===== src/rtl/display_scan_7seg_pkg.sv =====
// Shared types and constants for the multiplexed seven-segment scan driver.
package display_scan_7seg_pkg;

  typedef enum logic [1:0] {
    ST_IDLE  = 2'd0,
    ST_BLANK = 2'd1,
    ST_SHOW  = 2'd2
  } state_t;

  localparam logic [6:0] SEG_BLANK   = 7'h7F;
  localparam int         BLANK_CNT_W = 16;

endpackage


===== src/rtl/display_scan_7seg_if.sv =====
// Data in / display pins out of the scan driver; master is the data source.
interface display_scan_7seg_if;
  logic        scan_in;
  logic [15:0] value;
  logic [3:0]  dp_in;
  logic [3:0]  anode_n;
  logic [6:0]  seg_n;
  logic        dp_n;

  modport master (
    output scan_in, value, dp_in,
    input  anode_n, seg_n, dp_n
  );

  modport slave (
    input  scan_in, value, dp_in,
    output anode_n, seg_n, dp_n
  );
endinterface


===== src/rtl/display_scan_7seg_hex_to_7seg.sv =====
// Combinational hex nibble to active-low {g,f,e,d,c,b,a} segment decoder.
module hex_to_7seg (
  input  logic [3:0] nibble,
  output logic [6:0] seg_n
);

  always_comb begin
    seg_n = 7'b1111111;
    case (nibble)
      4'h0: seg_n = 7'b1000000;
      4'h1: seg_n = 7'b1111001;
      4'h2: seg_n = 7'b0100100;
      4'h3: seg_n = 7'b0110000;
      4'h4: seg_n = 7'b0011001;
      4'h5: seg_n = 7'b0010010;
      4'h6: seg_n = 7'b0000010;
      4'h7: seg_n = 7'b1111000;
      4'h8: seg_n = 7'b0000000;
      4'h9: seg_n = 7'b0010000;
      4'hA: seg_n = 7'b0001000;
      4'hB: seg_n = 7'b0000011;
      4'hC: seg_n = 7'b1000110;
      4'hD: seg_n = 7'b0100001;
      4'hE: seg_n = 7'b0000110;
      default: seg_n = 7'b0001110;
    endcase
  end

endmodule


===== src/rtl/display_scan_7seg.sv =====
// Four-digit common-anode scan driver: one digit per strobe rising edge,
// preceded by an all-off blanking gap; data snapshotted once per frame.
module display_scan_7seg
  import display_scan_7seg_pkg::*;
#(
  parameter int unsigned BLANK_CYCLES = 1000,
  parameter bit          LZ_SUPPRESS  = 1'b0
) (
  input logic                clock_in,
  input logic                reset_n,
  display_scan_7seg_if.slave bus
);

  localparam logic [BLANK_CNT_W-1:0] BLANK_LOAD = BLANK_CNT_W'(BLANK_CYCLES - 1);

  state_t                 state_reg;
  logic [1:0]             digit_idx_reg;
  logic                   scan_q_reg;
  logic [BLANK_CNT_W-1:0] blank_cnt_reg;
  logic [15:0]            shadow_value_reg;
  logic [3:0]             shadow_dp_reg;
  logic [3:0]             anode_n_reg;
  logic [6:0]             seg_n_reg;
  logic                   dp_n_reg;

  logic       tick;
  logic [3:0] nibble_sel;
  logic [6:0] seg_dec;
  logic [3:0] upper_zero;
  logic [3:0] anode_sel;
  logic       lz_blank;

  assign tick       = bus.scan_in & ~scan_q_reg;
  assign nibble_sel = shadow_value_reg[{digit_idx_reg, 2'b00} +: 4];

  // upper_zero[i]: nibbles i..3 of the frame snapshot are all zero
  for (genvar gi = 0; gi < 4; gi++) begin : g_digit
    assign upper_zero[gi] = ~|shadow_value_reg[15:4*gi];
    assign anode_sel[gi]  = (digit_idx_reg != 2'(gi));
  end

  assign lz_blank = LZ_SUPPRESS && (digit_idx_reg != 2'd0) && upper_zero[digit_idx_reg];

  hex_to_7seg u_hex_to_7seg (
    .nibble (nibble_sel),
    .seg_n  (seg_dec)
  );

  always_ff @(posedge clock_in or negedge reset_n) begin
    if (!reset_n) begin
      state_reg        <= ST_IDLE;
      digit_idx_reg    <= 2'd3;
      scan_q_reg       <= 1'b1;
      blank_cnt_reg    <= '0;
      shadow_value_reg <= '0;
      shadow_dp_reg    <= '0;
      anode_n_reg      <= 4'hF;
      seg_n_reg        <= SEG_BLANK;
      dp_n_reg         <= 1'b1;
    end else begin
      scan_q_reg <= bus.scan_in;
      if (tick) begin
        // A tick in any state advances the digit and restarts the blank gap
        digit_idx_reg <= digit_idx_reg + 2'd1;
        blank_cnt_reg <= BLANK_LOAD;
        anode_n_reg   <= 4'hF;
        seg_n_reg     <= SEG_BLANK;
        dp_n_reg      <= 1'b1;
        state_reg     <= ST_BLANK;
        if (digit_idx_reg == 2'd3) begin
          shadow_value_reg <= bus.value;
          shadow_dp_reg    <= bus.dp_in;
        end
      end else begin
        case (state_reg)
          ST_BLANK: begin
            if (blank_cnt_reg == '0) begin
              state_reg   <= ST_SHOW;
              anode_n_reg <= anode_sel;
              seg_n_reg   <= lz_blank ? SEG_BLANK : seg_dec;
              dp_n_reg    <= ~shadow_dp_reg[digit_idx_reg];
            end else begin
              blank_cnt_reg <= blank_cnt_reg - BLANK_CNT_W'(1);
            end
          end
          default: begin
          end
        endcase
      end
    end
  end

  assign bus.anode_n = anode_n_reg;
  assign bus.seg_n   = seg_n_reg;
  assign bus.dp_n    = dp_n_reg;

endmodule

===== src/flat_wrapper.sv =====
// flat-port wrapper written by rule: the top's interface ports become plain ports
module display_scan_7seg_flat import display_scan_7seg_pkg::*;
#(
  parameter int unsigned BLANK_CYCLES = 1000,
  parameter bit          LZ_SUPPRESS  = 1'b0
)
  (clock_in, reset_n, bus_scan_in, bus_value, bus_dp_in, bus_anode_n, bus_seg_n, bus_dp_n);
  display_scan_7seg_if bus_i ();
  input logic clock_in;
  input logic reset_n;
  input wire logic [$bits(bus_i.scan_in)-1:0] bus_scan_in;
  input wire logic [$bits(bus_i.value)-1:0] bus_value;
  input wire logic [$bits(bus_i.dp_in)-1:0] bus_dp_in;
  output wire logic [$bits(bus_i.anode_n)-1:0] bus_anode_n;
  output wire logic [$bits(bus_i.seg_n)-1:0] bus_seg_n;
  output wire logic [$bits(bus_i.dp_n)-1:0] bus_dp_n;
  assign bus_i.scan_in = bus_scan_in;
  assign bus_i.value = bus_value;
  assign bus_i.dp_in = bus_dp_in;
  assign bus_anode_n = bus_i.anode_n;
  assign bus_seg_n = bus_i.seg_n;
  assign bus_dp_n = bus_i.dp_n;
  display_scan_7seg #(.BLANK_CYCLES(BLANK_CYCLES), .LZ_SUPPRESS(LZ_SUPPRESS)) u_core (.clock_in(clock_in), .reset_n(reset_n), .bus(bus_i));
endmodule

===== config.mk =====
export PLATFORM = sky130hd
export DESIGN_NAME = display_scan_7seg_flat
export DESIGN_NICKNAME = d
export VERILOG_FILES = /design/src/rtl/display_scan_7seg_pkg.sv /design/src/rtl/display_scan_7seg_if.sv /design/src/rtl/display_scan_7seg_hex_to_7seg.sv /design/src/rtl/display_scan_7seg.sv /design/src/flat_wrapper.sv
export SDC_FILE = /design/constraint.sdc
export NUM_CORES = 1
export LEC_CHECK = 0
export ABC_AREA = 1
export BUFFER_PORTS_ARGS = -buffer_cell sky130_fd_sc_hd__clkbuf_2
export CORE_MARGIN = 2
export CORE_UTILIZATION = 35
export CTS_CLUSTER_DIAMETER = 30
export CTS_CLUSTER_SIZE = 30
export DETAILED_ROUTE_END_ITERATION = 8
export PLACE_DENSITY = 0.52
export SKIP_LAST_GASP = 1
export SYNTH_ARGS = -nofsm -noshare
export SYNTH_HDL_FRONTEND = slang
export SYNTH_HIERARCHICAL = 1
export SYNTH_SLANG_ARGS = --single-unit

===== constraint.sdc =====
create_clock -name clock_in -period 2.8 [get_ports clock_in]
set_clock_uncertainty 0.2 [all_clocks]
set_input_delay 0.14 -clock clock_in [delete_from_list [all_inputs] [get_ports clock_in]]
set_output_delay 0.14 -clock clock_in [all_outputs]
set_load 0.02 [all_outputs]

==> impl_metrics.yaml <==
run_status:
  run_status: "finished clean"
sta:
  final-setup-viol-count: 0
  timing.final.crit_share_pct: 89.8
  maxClockFrequency_mhz: 398
  timing.final.max_slew_violations: 0
  least_margin_pin_slew_ns: 0.690
  grt_setup_unrepaired: "no"
  slew_headroom_pct: 54.0
  post_route_setup_slack_ns: 0.285
  hold_viol_final: 0
  timing.setup.tns_ns: 0
  period_needed_ns: 2.51
die:
  initial_core_util_pct: 35.4
  fp.dieArea_um2: 9460
  dieHeight_um: 97.3
  io_pins: 35
  core_um2: 8590
  die_width_um: 97.3
  num_rows: 34
finish:
  final_nets: 453
  layout-drive-gt1-share_pct: 27.7
  layout_commonest_cell: "sky130_fd_sc_hd__nand2_1"
  syn2layout_area_growth_pct: 19.0
  final.fill_count: 899
  final_cell_mix: "sky130_fd_sc_hd__nand2_1 (101), sky130_fd_sc_hd__nor2_1 (44), sky130_fd_sc_hd__dfrtp_1 (38)"
  num_antenna_cells: 0
drt:
  drt_pre_antenna_iters: 4
  avgViaCountPerCell: 4.71
  route.antenna.remaining_nets: 0
  drt_first_iter_violations: 66
  drt-wirelength-per-cell_um: 11.9
  drt-total-wl_um: 6290
  detail_route.drc_violations: 0
  num_vias: 2481
global_route:
  grt_start_max_net_pins: 54
  grt_util_met1_pct: 20.0
  grt_overflow: 0
  grt_busiest_layer: "met2"
  groute.layer.met3.usage_pct: 2.23
  grt_first_pass_wirelength_um: 11400
  antenna_violations_before_repair: 0
  gr-usage-met2_pct: 23.6
  grt_pass1_vias: 2442
  grt.total_usage_pct: 14.4
critical_path:
  worst_setup_path_start_kind: "flop"
  critical-path-max-stage-delay_ns: 0.46
  timing.critical_path.slowest_stage_cell: "sky130_fd_sc_hd__dfstp_2"
  rrSetupSlack_ns: 0.29
  critical_path.cell_chain: "inv_1, o21ai_0, o22ai_1, inv_1, ha_1, nand2_1, nand3_1, nand2_1, nor2_1, o21ai_2"
  cp_data_required_time_ns: 2.85
  cp.arrival_ns: 2.57
  path_class: "flop to flop"
  crit_fanout: 14
  endpoint_kind: "flop"
pwr:
  clockPowerShare_pct: 12.4
  p_int_uw: 2120
  peakVddDrop_mv: 0.446
  design_power_total_uw: 3870
  seq_power_share_pct: 36.2
  power.net_switching_uw: 1760
  power-per-cell-area_nw_per_um2: 1070
  switching_share_pct: 45.4
  leakage_power_figure_uw: 0.00179
  power_frac_comb_pct: 51.4
placed_design:
  place_worst_setup_slack_ns: 0.232
  detailed_place_hpwl_um: 4300
  portBuffers: 34
  place_congestion: 0.791
clock_network:
  clock_sink_count: 53
  clockBufferDepth: 2
  cts_buffers: 5
  htree_levels: 2
  clock_tree_from_tritoncts: "yes"
  cts_root_buf: "sky130_fd_sc_hd__clkbuf_8"
  clkSlewWorstSetupHoldPaths_ns: 0.10
  clkLatencyLatePin_ns: 0.32
  postCtsSetupRepairBufs: 0
worst_hold_path:
  hp-class: "primary input to flop"
yosys:
  syn_warnings: 6
  synth_area_um2: 3040
  synth.yosys.seq_area_share_pct: 44.2
  synthesis.area_per_instance_um2: 8.36
  netlist_top_cells_area: "sky130_fd_sc_hd__dfrtp_1 (31%), sky130_fd_sc_hd__dfstp_2 (13%), sky130_fd_sc_hd__nand2_1 (12%)"
  synth-seq-cells: 53
  synth.lib_cells_used.distinct: 28
  largest_area_contributor_in_the_synthesized_netlist: "sky130_fd_sc_hd__dfrtp_1"
  instance_count_of_the_mapped_netlist: 364
  synth.top_cell.area_share_pct: 31.2
  synth_fp_nets: 399
run:
  max_cap_viol_count: 0
cell type report:
cell class	count	area, um2	area share, %
well taps	108	135	3.73
clock buffers	5	68.8	1.90
flip-flops and latches	53	1350	37.1
clock inverters	3	28.8	0.794
repair buffers	60	420	11.6
inverters	33	124	3.42
multi-input cells	265	1500	41.4
cells by family (layout without fill, tap and decap cells):
logic type / Yosys count / after routing / share of synthesized area (%)
AOI/OAI and AO/OA: 42 / 42 / 9.54
muxes: 20 / 20 / 7.40
adders and majority gates: 12 / 12 / 4.93
and+or+nand+nor: 188 / 188 / 26.1
buffers and inverters: 46 / 101 / 6.95
DFF: 53 / 53 / 44.2
xor gates and xnor gates: 3 / 3 / 0.863
cells in the mapped netlist, drive strengths merged:
| master | number |
|---|---|
| nand4 | 5 |
| nand3b | 1 |
| mux2 | 20 |
| nand3 | 27 |
| nor2 | 48 |
| xor2 | 3 |
| a21oi | 2 |
| nand2 | 106 |
| clkbuf | 3 |
| buf | 10 |
| dfstp | 15 |
| inv | 33 |
| or2 | 1 |
| o21ai | 36 |
| o22ai | 4 |
| dfrtp | 38 |
| ha | 12 |
per-stage QoR:
stage	cells	hold WS (ns)	area, um2	utilization [%]
CTS	527	0.256	3610	42.0
finish	527	0.271	3620	42.2
floorplan	364	-0.356	3040	-
global placement	497	0.0445	3290	38.3
global route	527	0.268	3620	42.2
detailed placement	497	0.0474	3290	38.3
what timing repair did:
item,in CTS,in global routing
resized for setup,0,2
hold buffers,22,0
hold endpoints to repair,59,0
setup endpoints to repair,0,5
power by group through the flow:
stage | Clock [uW] | Sequential, uW | Combinational (uW)
2_1_floorplan | 0 | 1440 | 1520
3_3_place_gp | 0 | 1420 | 1940
3_5_place_dp | 0 | 1420 | 1960
4_1_cts | 502 | 1410 | 1990
5_1_grt | 537 | 1460 | 2290
6_report | 479 | 1400 | 1990
worst paths after layout:
check | startpoint | endpoint | cells past startpoint
worst max-delay path | u_core/digit_idx_reg[0] | u_core/bus.seg_n[3] | 10
worst min-delay path | bus_scan_in | u_core/scan_q_reg | 2
worst max register to register | u_core/digit_idx_reg[0] | u_core/bus.seg_n[3] | 10
worst min register to register | u_core/state_reg[0] | u_core/state_reg[0] | 2
max in group asynchronous | reset_n | u_core/blank_cnt_reg[9] | 3
min in group asynchronous | reset_n | u_core/blank_cnt_reg[15] | 3
metal layers:
metal	wire length (um)	vias up
met5	0	-
met3	160	7
met1	3180	1166
met2	2870	32
met4	79	0
li1	-	1276
critical path, delay by kind of cell (launching register included):
kind                       cells  cell delay, ns
adders and majority gates      1            0.36
buffers and inverters          2            0.50
AOI/OAI and AO/OA              3            0.60
and+or+nand+nor                4            0.33
DFF                            1            0.46
Power figures use the tool's default switching activity.
